[src/rtl/green_buffer_arbiter.sv]
`timescale 1ns/1ps
// green_buffer_arbiter
//
// Write-side controller for the green frame buffer. A raster camera stream
// (coordinates generated here) and a random-access draw engine (explicit
// coordinates) share the buffer's single write port under round-robin
// arbitration. A frame-aligned freeze control suppresses camera writes so a
// stable image can be held while the draw engine keeps writing.
//
// Ports:
//   CLOCK_50                single clock, rising edge
//   reset_n                 asynchronous active-low reset
//   cam_valid/cam_ready     camera handshake (ready is combinational)
//   cam_data, cam_sof       camera pixel, start-of-frame marker
//   drw_valid/drw_ready     draw handshake (ready is combinational)
//   drw_data, drw_x, drw_y  draw pixel and coordinates
//   freeze_req              level: 1 = hold image, 0 = live
//   buf_we, buf_data,
//   buf_wx, buf_wy          registered buffer write port
//   frozen                  camera writes currently suppressed
//   frame_done              pulse, last camera pixel of a frame accepted
//   sync_err                pulse, cam_sof seen with counters not at (0,0)
//   drw_drop                pulse, out-of-range draw beat discarded
module green_buffer_arbiter #(
    parameter int H_ACTIVE = 640,
    parameter int V_ACTIVE = 480,
    parameter int COORD_W  = 11,
    parameter int DATA_W   = 8
) (
    input  logic               CLOCK_50,
    input  logic               reset_n,
    input  logic               cam_valid,
    output logic               cam_ready,
    input  logic [DATA_W-1:0]  cam_data,
    input  logic               cam_sof,
    input  logic               drw_valid,
    output logic               drw_ready,
    input  logic [DATA_W-1:0]  drw_data,
    input  logic [COORD_W-1:0] drw_x,
    input  logic [COORD_W-1:0] drw_y,
    input  logic               freeze_req,
    output logic               buf_we,
    output logic [DATA_W-1:0]  buf_data,
    output logic [COORD_W-1:0] buf_wx,
    output logic [COORD_W-1:0] buf_wy,
    output logic               frozen,
    output logic               frame_done,
    output logic               sync_err,
    output logic               drw_drop
);

    typedef enum logic [1:0] {RUN, FRZ_PEND, FROZEN, THAW_PEND} state_t;

    localparam logic [COORD_W-1:0] X_LAST = COORD_W'(H_ACTIVE - 1);
    localparam logic [COORD_W-1:0] Y_LAST = COORD_W'(V_ACTIVE - 1);
    localparam logic [COORD_W-1:0] X_LIM  = COORD_W'(H_ACTIVE);
    localparam logic [COORD_W-1:0] Y_LIM  = COORD_W'(V_ACTIVE);
    localparam logic [COORD_W-1:0] ONE    = COORD_W'(1);

    state_t             state;
    state_t             state_nxt;
    logic               ptr_drw;
    logic [COORD_W-1:0] cam_x;
    logic [COORD_W-1:0] cam_y;
    logic [COORD_W-1:0] cam_x_nxt;
    logic [COORD_W-1:0] cam_y_nxt;

    logic contention;
    logic cam_acc;
    logic drw_acc;
    logic cam_last;
    logic boundary;
    logic drw_in_range;
    logic cam_wr;
    logic drw_wr;

    // While frozen the camera no longer needs the write port, so both sides
    // are simply accepted and there is never any contention.
    assign frozen     = (state == FROZEN) || (state == THAW_PEND);
    assign contention = cam_valid && drw_valid && !frozen;

    // Readies are forced low while reset is held so nothing is consumed.
    always_comb begin
        cam_ready = 1'b0;
        drw_ready = 1'b0;
        if (reset_n) begin
            if (contention) begin
                cam_ready = !ptr_drw;
                drw_ready = ptr_drw;
            end else begin
                cam_ready = cam_valid;
                drw_ready = drw_valid;
            end
        end
    end

    assign cam_acc      = cam_valid && cam_ready;
    assign drw_acc      = drw_valid && drw_ready;
    // An sof beat always lands at (0,0), so it can never be the last pixel.
    assign cam_last     = (cam_x == X_LAST) && (cam_y == Y_LAST) && !cam_sof;
    assign boundary     = cam_acc && (cam_sof || cam_last);
    assign drw_in_range = (drw_x < X_LIM) && (drw_y < Y_LIM);
    assign cam_wr       = cam_acc && !frozen;
    assign drw_wr       = drw_acc && drw_in_range;

    // Raster position after the current camera beat. An sof beat resyncs
    // the counters so the following pixel goes to (1,0).
    always_comb begin
        cam_x_nxt = cam_x;
        cam_y_nxt = cam_y;
        if (cam_sof) begin
            cam_x_nxt = ONE;
            cam_y_nxt = '0;
        end else if (cam_x == X_LAST) begin
            cam_x_nxt = '0;
            cam_y_nxt = (cam_y == Y_LAST) ? '0 : cam_y + ONE;
        end else begin
            cam_x_nxt = cam_x + ONE;
        end
    end

    // Counters advance on every accepted camera beat, frozen or not, so the
    // raster stays aligned with the incoming stream.
    always_ff @(posedge CLOCK_50 or negedge reset_n) begin
        if (!reset_n) begin
            cam_x <= '0;
            cam_y <= '0;
        end else if (cam_acc) begin
            cam_x <= cam_x_nxt;
            cam_y <= cam_y_nxt;
        end
    end

    // Freeze control: requests take effect only at a frame boundary, and a
    // pending request can be withdrawn before the boundary arrives.
    always_comb begin
        state_nxt = state;
        case (state)
            RUN:       if (freeze_req) state_nxt = FRZ_PEND;
            FRZ_PEND:  if (!freeze_req) state_nxt = RUN;
                       else if (boundary) state_nxt = FROZEN;
            FROZEN:    if (!freeze_req) state_nxt = THAW_PEND;
            THAW_PEND: if (freeze_req) state_nxt = FROZEN;
                       else if (boundary) state_nxt = RUN;
            default:   state_nxt = RUN;
        endcase
    end

    // State register and round-robin pointer; the pointer only moves to the
    // loser when both sides actually competed.
    always_ff @(posedge CLOCK_50 or negedge reset_n) begin
        if (!reset_n) begin
            state   <= RUN;
            ptr_drw <= 1'b0;
        end else begin
            state <= state_nxt;
            if (contention) begin
                ptr_drw <= !ptr_drw;
            end
        end
    end

    // Registered write port and status pulses. Camera and draw writes are
    // mutually exclusive: unfrozen only one side is granted, frozen the
    // camera never writes. Data and coordinates hold between writes.
    always_ff @(posedge CLOCK_50 or negedge reset_n) begin
        if (!reset_n) begin
            buf_we     <= 1'b0;
            buf_data   <= '0;
            buf_wx     <= '0;
            buf_wy     <= '0;
            frame_done <= 1'b0;
            sync_err   <= 1'b0;
            drw_drop   <= 1'b0;
        end else begin
            buf_we     <= cam_wr || drw_wr;
            frame_done <= cam_acc && cam_last;
            sync_err   <= cam_acc && cam_sof && ((cam_x != '0) || (cam_y != '0));
            drw_drop   <= drw_acc && !drw_in_range;
            if (cam_wr) begin
                buf_data <= cam_data;
                buf_wx   <= cam_sof ? '0 : cam_x;
                buf_wy   <= cam_sof ? '0 : cam_y;
            end else if (drw_wr) begin
                buf_data <= drw_data;
                buf_wx   <= drw_x;
                buf_wy   <= drw_y;
            end
        end
    end

endmodule

[config.mk]
export PLATFORM = sky130hd
export DESIGN_NAME = green_buffer_arbiter
export DESIGN_NICKNAME = d
export VERILOG_FILES = /design/src/rtl/green_buffer_arbiter.sv
export SDC_FILE = /design/constraint.sdc
export NUM_CORES = 1
export LEC_CHECK = 0
export BUFFER_PORTS_ARGS = -buffer_cell sky130_fd_sc_hd__buf_2
export CORE_ASPECT_RATIO = 1.5
export CORE_UTILIZATION = 50
export CTS_CLUSTER_SIZE = 16
export DETAILED_ROUTE_END_ITERATION = 8
export HOLD_SLACK_MARGIN = 0.06
export PLACE_DENSITY = 0.76
export SETUP_SLACK_MARGIN = 0.02
export SKIP_LAST_GASP = 1
export SLEW_MARGIN = 0
export SYNTH_ARGS = -nofsm -noshare
export SYNTH_HDL_FRONTEND = slang
export SYNTH_SLANG_ARGS = --single-unit
[constraint.sdc]
create_clock -name CLOCK_50 -period 2.7 [get_ports CLOCK_50]
set_input_delay 0.81 -clock CLOCK_50 [delete_from_list [all_inputs] [get_ports CLOCK_50]]
set_output_delay 0.81 -clock CLOCK_50 [all_outputs]
set_load 0.02 [all_outputs]
==> metrics.yaml, run 1 <==
synth:
  syn_nets: 383
  yosys.area_share.simple_pct: 24.57
  async_flop_share_pct: 100.0
  synth_top_family_by_area: "simple AND/OR/NAND/NOR gates"
  synth.largest_area_cell: "dfrtp_1"
  muxShareOfSynthArea_pct: 0.6792
  synthCells: 335
  ys_seq_area_share_pct: 47.14
  yosys_most_used_dff: "dfrtp_1"
  synth.avg_cell_area_um2: 9.349
  synth_edf_count: 0
  synth_compound_gate_area_share_pct: 18.30
  ys_top_cells_by_area: "dfrtp_1, nand2_1, a311o_1"
  synth_top_area_share_pct: 47.14
  synthAdderAreaFrac_pct: 1.598
  syn_area_um2: 3132
  yosysUniqueCellTypes: 51
  yosysWarnings: 0
  synth-seq-cells: 59
  synth_xor_area_share_pct: 1.958
setup_path:
  endpoint_kind: "output port"
  crit_arrival_ns: 1.62
  path_class: "primary input to output port"
  cpMostUsedCell: "buf_2"
  crit_path_cell_trace: "buf_2 -> and3b_1 -> or2_1 -> inv_2 -> buf_2"
  crit_required_ns: 1.89
  reg2reg_slack_ns: 0.64
  worstReg2RegStart: "cam_y[0]$_DFFE_PN0P_"
  slowest_delay_ns: 0.28
  reg2reg_depth: 5
  r2r_end: "cam_y[6]$_DFFE_PN0P_"
  cp_slowest_cell: "or2_1"
  start_kind: "primary input"
  cp_max_fo: 4
timing:
  timing.final.crit_share_pct: 89.83
  maxSlewHeadroom_pct: 63.96
  setup_viol: 0
  slew_violations: 0
  fin_skew_ns: 0.008473
  holdWs_ns: 0.5024
  hold_violations: 0
  rsz0062_at_grt: "false"
  fin_tns_setup_ns: 0
  worst_pin_slew_ns: 0.5393
  clock.fmax_mhz: 412.3
  fin_crit_ns: 2.425
clock_tree:
  insertion_delay_ns: 0.33
  cts_sinks: 59
  cts_buffers: 9
  htreeDepth: 3
  cts_tree: "done"
  hold_buffers: 0
  cts_resized: 0
  clock_path_buffers: 2
  clk_pin_slew_ns: 0.06
  postCtsSetupRepairBufs: 0
  cts_root_buf: "clkbuf_8"
drt:
  drt_first_pass_iters: 9
  viasPerCell: 5.968
  wirelength_mm: 8.178
  drt_iter0_drc: 263
  wl_per_cell_um: 16.52
  drc: 4
  antenna_left: 0
  vias: 2954
worst_hold_path:
  hp-class: "primary input to async pin"
job:
  drv_cap: 0
die:
  io_pins: 81
  die_w_um: 66.62
  start_util_pct: 51.45
  dieHeight_um: 98.93
  num_rows: 35
  dieArea_um2: 6591
  core_area_um2: 6087
run_status:
  status: "finished, violations left"
  violations: "DRC"
cells_and_area:
  area_delta_synth_final_pct: 22.21
  instances_no_fill: 495
  fin_area_um2: 3827
  final_cell_mix: "buf_2, dfrtp_1, nand2_1, o21ai_0, nand3_1"
  drive_gt1_share_pct: 29.45
  num_antenna_cells: 0
  final_common_cell: "buf_2"
  final_nets: 465
global_routing:
  grt_pass1_wl_mm: 13.47
  grt_max_degree: 42
  grt_usage_pct: 26.94
  antenna_found_initial: 0
  overflow: 0
  grt_pass1_vias: 2817
placement:
  place_area_um2: 3649
  dp_hpwl_mm: 5.945
  gp_congestion: 0.9003
  place_inst: 480
  port_buffers: 80
pwr:
  power_w: 0.003072
  powerDensity_nw_per_um2: 802.7
  max-vdd-ir-drop_mv: 0.3343
  p_leak_nw: 1.795
==> worst max-delay path by stage <==
stage / slack, ns / startpoint / endpoint / cells past startpoint
global placement: 0.28 / drw_valid / cam_ready / 5
floorplan: 0.12 / cam_valid / drw_ready / 5
global route: 0.24 / drw_valid / cam_ready / 5
finish: 0.27 / drw_valid / cam_ready / 5
CTS: 0.27 / drw_valid / cam_ready / 5
detailed placement: 0.27 / drw_valid / cam_ready / 5
==> through the flow <==
stage / setup slack (ns) / utilization (%)
final: 0.2746 / 62.88
after global routing: 0.2433 / 62.88
after CTS: 0.2675 / 62.88
after detailed placement: 0.2739 / 59.94
after global placement: 0.2847 / 59.94
after floorplan: 0.1200 / -
==> area by class of cell <==
type                       instances  area (µm²)
fill                             519        2260
sequential                        59        1476
multi-input combinational        233        1475
timing repair buffer              97       540.5
clock buffer                      13       168.9
tap                               74       92.59
inverter                          17       63.81
clock inverter                     2       10.01
==> registers in the layout (all words and copies together) (netlist names), named ones only <==
| name | cells |
|---|---|
| buf_wx | 11 |
| state | 1 |
| buf_we | 1 |
| ptr_drw | 1 |
| cam_x | 11 |
| drw_drop | 1 |
| buf_wy | 11 |
| sync_err | 1 |
| frame_done | 1 |
| cam_y | 11 |
| buf_data | 8 |
==> cell families after synthesis <==
family / count (synthesis)
multiplexers: 2
flip-flops: 59
AO/OA/AOI/OAI: 78
adder cells (fa/ha/maj): 4
AND/OR/NAND/NOR: 142
XOR/XNOR: 7
buffers and inverters: 43
==> power breakdown <==
part	leakage (nW)	total [W]	internal, W	switching (W)
clock network	0.0953	0.000730	0.000400	0.000330
logic	0.940	0.00104	0.000420	0.000618
registers	0.760	0.00130	0.00112	0.000181
total	1.80	0.00307	0.00194	0.00113
==> per-layer routing <==
metal | GRT usage (%) | wire length (µm) | part of all wire [%] | vias to the layer above
met3 | 5.787 | 544 | 6.7 | 19
met4 | 12.93 | 190 | 2.3 | 0
met5 | 0 | 0 | 0 | -
met1 | 32.98 | 3359 | 41 | 1394
li1 | - | - | - | 1404
met2 | 44.06 | 4083 | 50 | 137
==> worst max-delay path, delay by kind of cell <==
kind	cells	cell delay (ns)
buffers and inverters	3	0.35
AND/OR/NAND/NOR	2	0.45
==> synth_stat cells, drive strengths merged, types with 2 or more instances <==
cell type and count:
nor3 15, nand3b 6, o221a 5, nor3b 6
ha 4, nand4 9, or4 4, nand2b 4
nand3 19, a21oi 6, a31oi 4, dfrtp 59
o21ai 20, o22ai 6, nand2 37, clkbuf 18
o211ai 11, and2 2, xnor2 7, nor2 11
and3b 2, o31ai 4, or2 2, and4 2
buf 8, nor4 5, a311o 11, inv 17
and3 16, a211oi 4
Power figures use the tool's default switching activity.
==> inputs of run 2 (changes only) <==
Settings changed: PLACE_DENSITY 0.76 to 0.72.
==> run 2 against run 1 <==
Critical path type unchanged. The run now ends clean. Register-to-register slack gained 0.02 ns. Sequential power is essentially flat. Largest cell class unchanged. Sequential cell count is the same.
==> metrics.yaml, run 2 (synthesis results as in run 1) <==
run_status:
  status: "finished, final reports clean"
setup_path:
  slowest_delay_ns: 0.26
  crit_path_cell_trace: "buf_2 -> and3b_1 -> or2_1 -> inv_2 -> buf_2"
  cpMostUsedCell: "buf_2"
  endpoint_kind: "output port"
  cp_max_fo: 4
  crit_required_ns: 1.89
  start_kind: "primary input"
  path_class: "primary input to output port"
  cp_slowest_cell: "or2_1"
  crit_arrival_ns: 1.59
global_routing:
  met1_usage_pct: 34.86
  grt_pass1_vias: 2870
  overflow: 0
  grt_usage_pct: 27.85
  grt_max_degree: 54
  busiest_layer: "met2"
  grt_util_met2_pct: 45.22
  antenna_found_initial: 0
  grt_pass1_wl_mm: 13.81
  met3_usage_pct: 6.134
cells_and_area:
  final_common_cell: "buf_2"
  num_antenna_cells: 0
  area_delta_synth_final_pct: 23.05
  final_nets: 464
  drive_gt1_share_pct: 29.69
  final_cell_mix: "buf_2, dfrtp_1, nand2_1, o21ai_0, nand3_1"
placement:
  dpl_worst_slack_ns: 0.2313
  gp_congestion: 0.8833
  port_buffers: 80
  dp_hpwl_mm: 6.041
clock_tree:
  cts_resized: 0
  cts_sinks: 59
  postCtsSetupRepairBufs: 0
  cts_tree: "done"
  insertion_delay_ns: 0.35
  cts_buffers: 9
  clock_path_buffers: 2
  clk_pin_slew_ns: 0.07
  cts_root_buf: "clkbuf_8"
  hold_buffers: 0
  htreeDepth: 3
pwr:
  max-vdd-ir-drop_mv: 0.4586
  p_leak_nw: 1.804
  powerDensity_nw_per_um2: 830.8
drt:
  drt_iter0_drc: 238
  vias: 2964
  drt_first_pass_iters: 6
  viasPerCell: 5.988
  drc: 0
  wl_per_cell_um: 17.07
  antenna_left: 0
  wirelength_mm: 8.449
timing:
  worst_slack_ns: 0.3022
  fin_tns_setup_ns: 0
  timing.final.crit_share_pct: 88.81
  clock.fmax_mhz: 417.1
  fin_skew_ns: 0.007699
  maxSlewHeadroom_pct: 54.09
  slew_violations: 0
  setup_viol: 0
  hold_violations: 0
  worst_pin_slew_ns: 0.6886
  rsz0062_at_grt: "false"
  fin_crit_ns: 2.398
die:
  start_util_pct: 51.45
  dieHeight_um: 98.93
  die_w_um: 66.62
  core_area_um2: 6087
  dieArea_um2: 6591
  io_pins: 81
  num_rows: 35
job:
  drv_cap: 0
worst_hold_path:
  hp-class: "primary input to async pin"
-- run 2: cell types whose count changed in the layout (fill, tap and decap cells not counted) --
cell	previous run	this run
buf_4	16	15
bufinv_16	0	1
clkbuf_1	1	0
clkinvlp_4	0	1
-- run 2: per-layer routing --
metal / wire (µm) / up-vias
li1: - / 1398
met1: 3469 / 1414
met2: 4227 / 134
met3: 566 / 18
met4: 186 / 0
met5: 0 / -
-- run 2: power breakdown --
group	internal (W)	switching (W)	leakage [nW]	total [W]
logic	0.000417	0.000615	0.935	0.00103
clock network	0.000498	0.000366	0.108	0.000864
registers	0.00112	0.000183	0.760	0.00131
-- run 2: worst max-delay path, delay by kind of cell --
family,cells,cell delay (ns)
AND/OR/NAND/NOR,2,0.43
buffers and inverters,3,0.34
-- run 2: layout make-up --
class | instances | area, µm²
sequential | 59 | 1476
fill | 511 | 2233
multi-input combinational | 233 | 1475
clock inverter | 4 | 47.55
inverter | 17 | 63.81
tap | 74 | 92.59
timing repair buffer | 96 | 533.0
clock buffer | 12 | 165.2
-- run 2: path summary, 6_finish.rpt --
path / startpoint / endpoint / slack [ns] / cells after the start
worst max-delay path: drw_valid / cam_ready / 0.30 / 5
worst min-delay path: reset_n / cam_x[2]$_DFFE_PN0P_ / 0.40 / 2
worst max register to register: cam_y[0]$_DFFE_PN0P_ / cam_y[7]$_DFFE_PN0P_ / 0.66 / 5
worst min register to register: buf_wy[8]$_DFFE_PN0P_ / buf_wy[8]$_DFFE_PN0P_ / 0.52 / 1
max in group asynchronous: reset_n / buf_data[6]$_DFFE_PN0P_ / 1.60 / 2
min in group CLOCK_50: buf_wy[8]$_DFFE_PN0P_ / buf_wy[8]$_DFFE_PN0P_ / 0.52 / 1
-- run 2: through the flow --
step | util (%) | instance area [µm²] | hold slack (ns) | total power, W | cells
2_1_floorplan | - | 3132 | 0.4804 | 0.001968 | 335
3_3_place_gp | 59.82 | 3641 | 0.4984 | 0.002334 | 479
3_5_place_dp | 59.82 | 3641 | 0.5036 | 0.002360 | 479
4_1_cts | 63.31 | 3854 | 0.3901 | 0.003217 | 495
5_1_grt | 63.31 | 3854 | 0.3944 | 0.003380 | 495
6_report | 63.31 | 3854 | 0.3956 | 0.003201 | 495
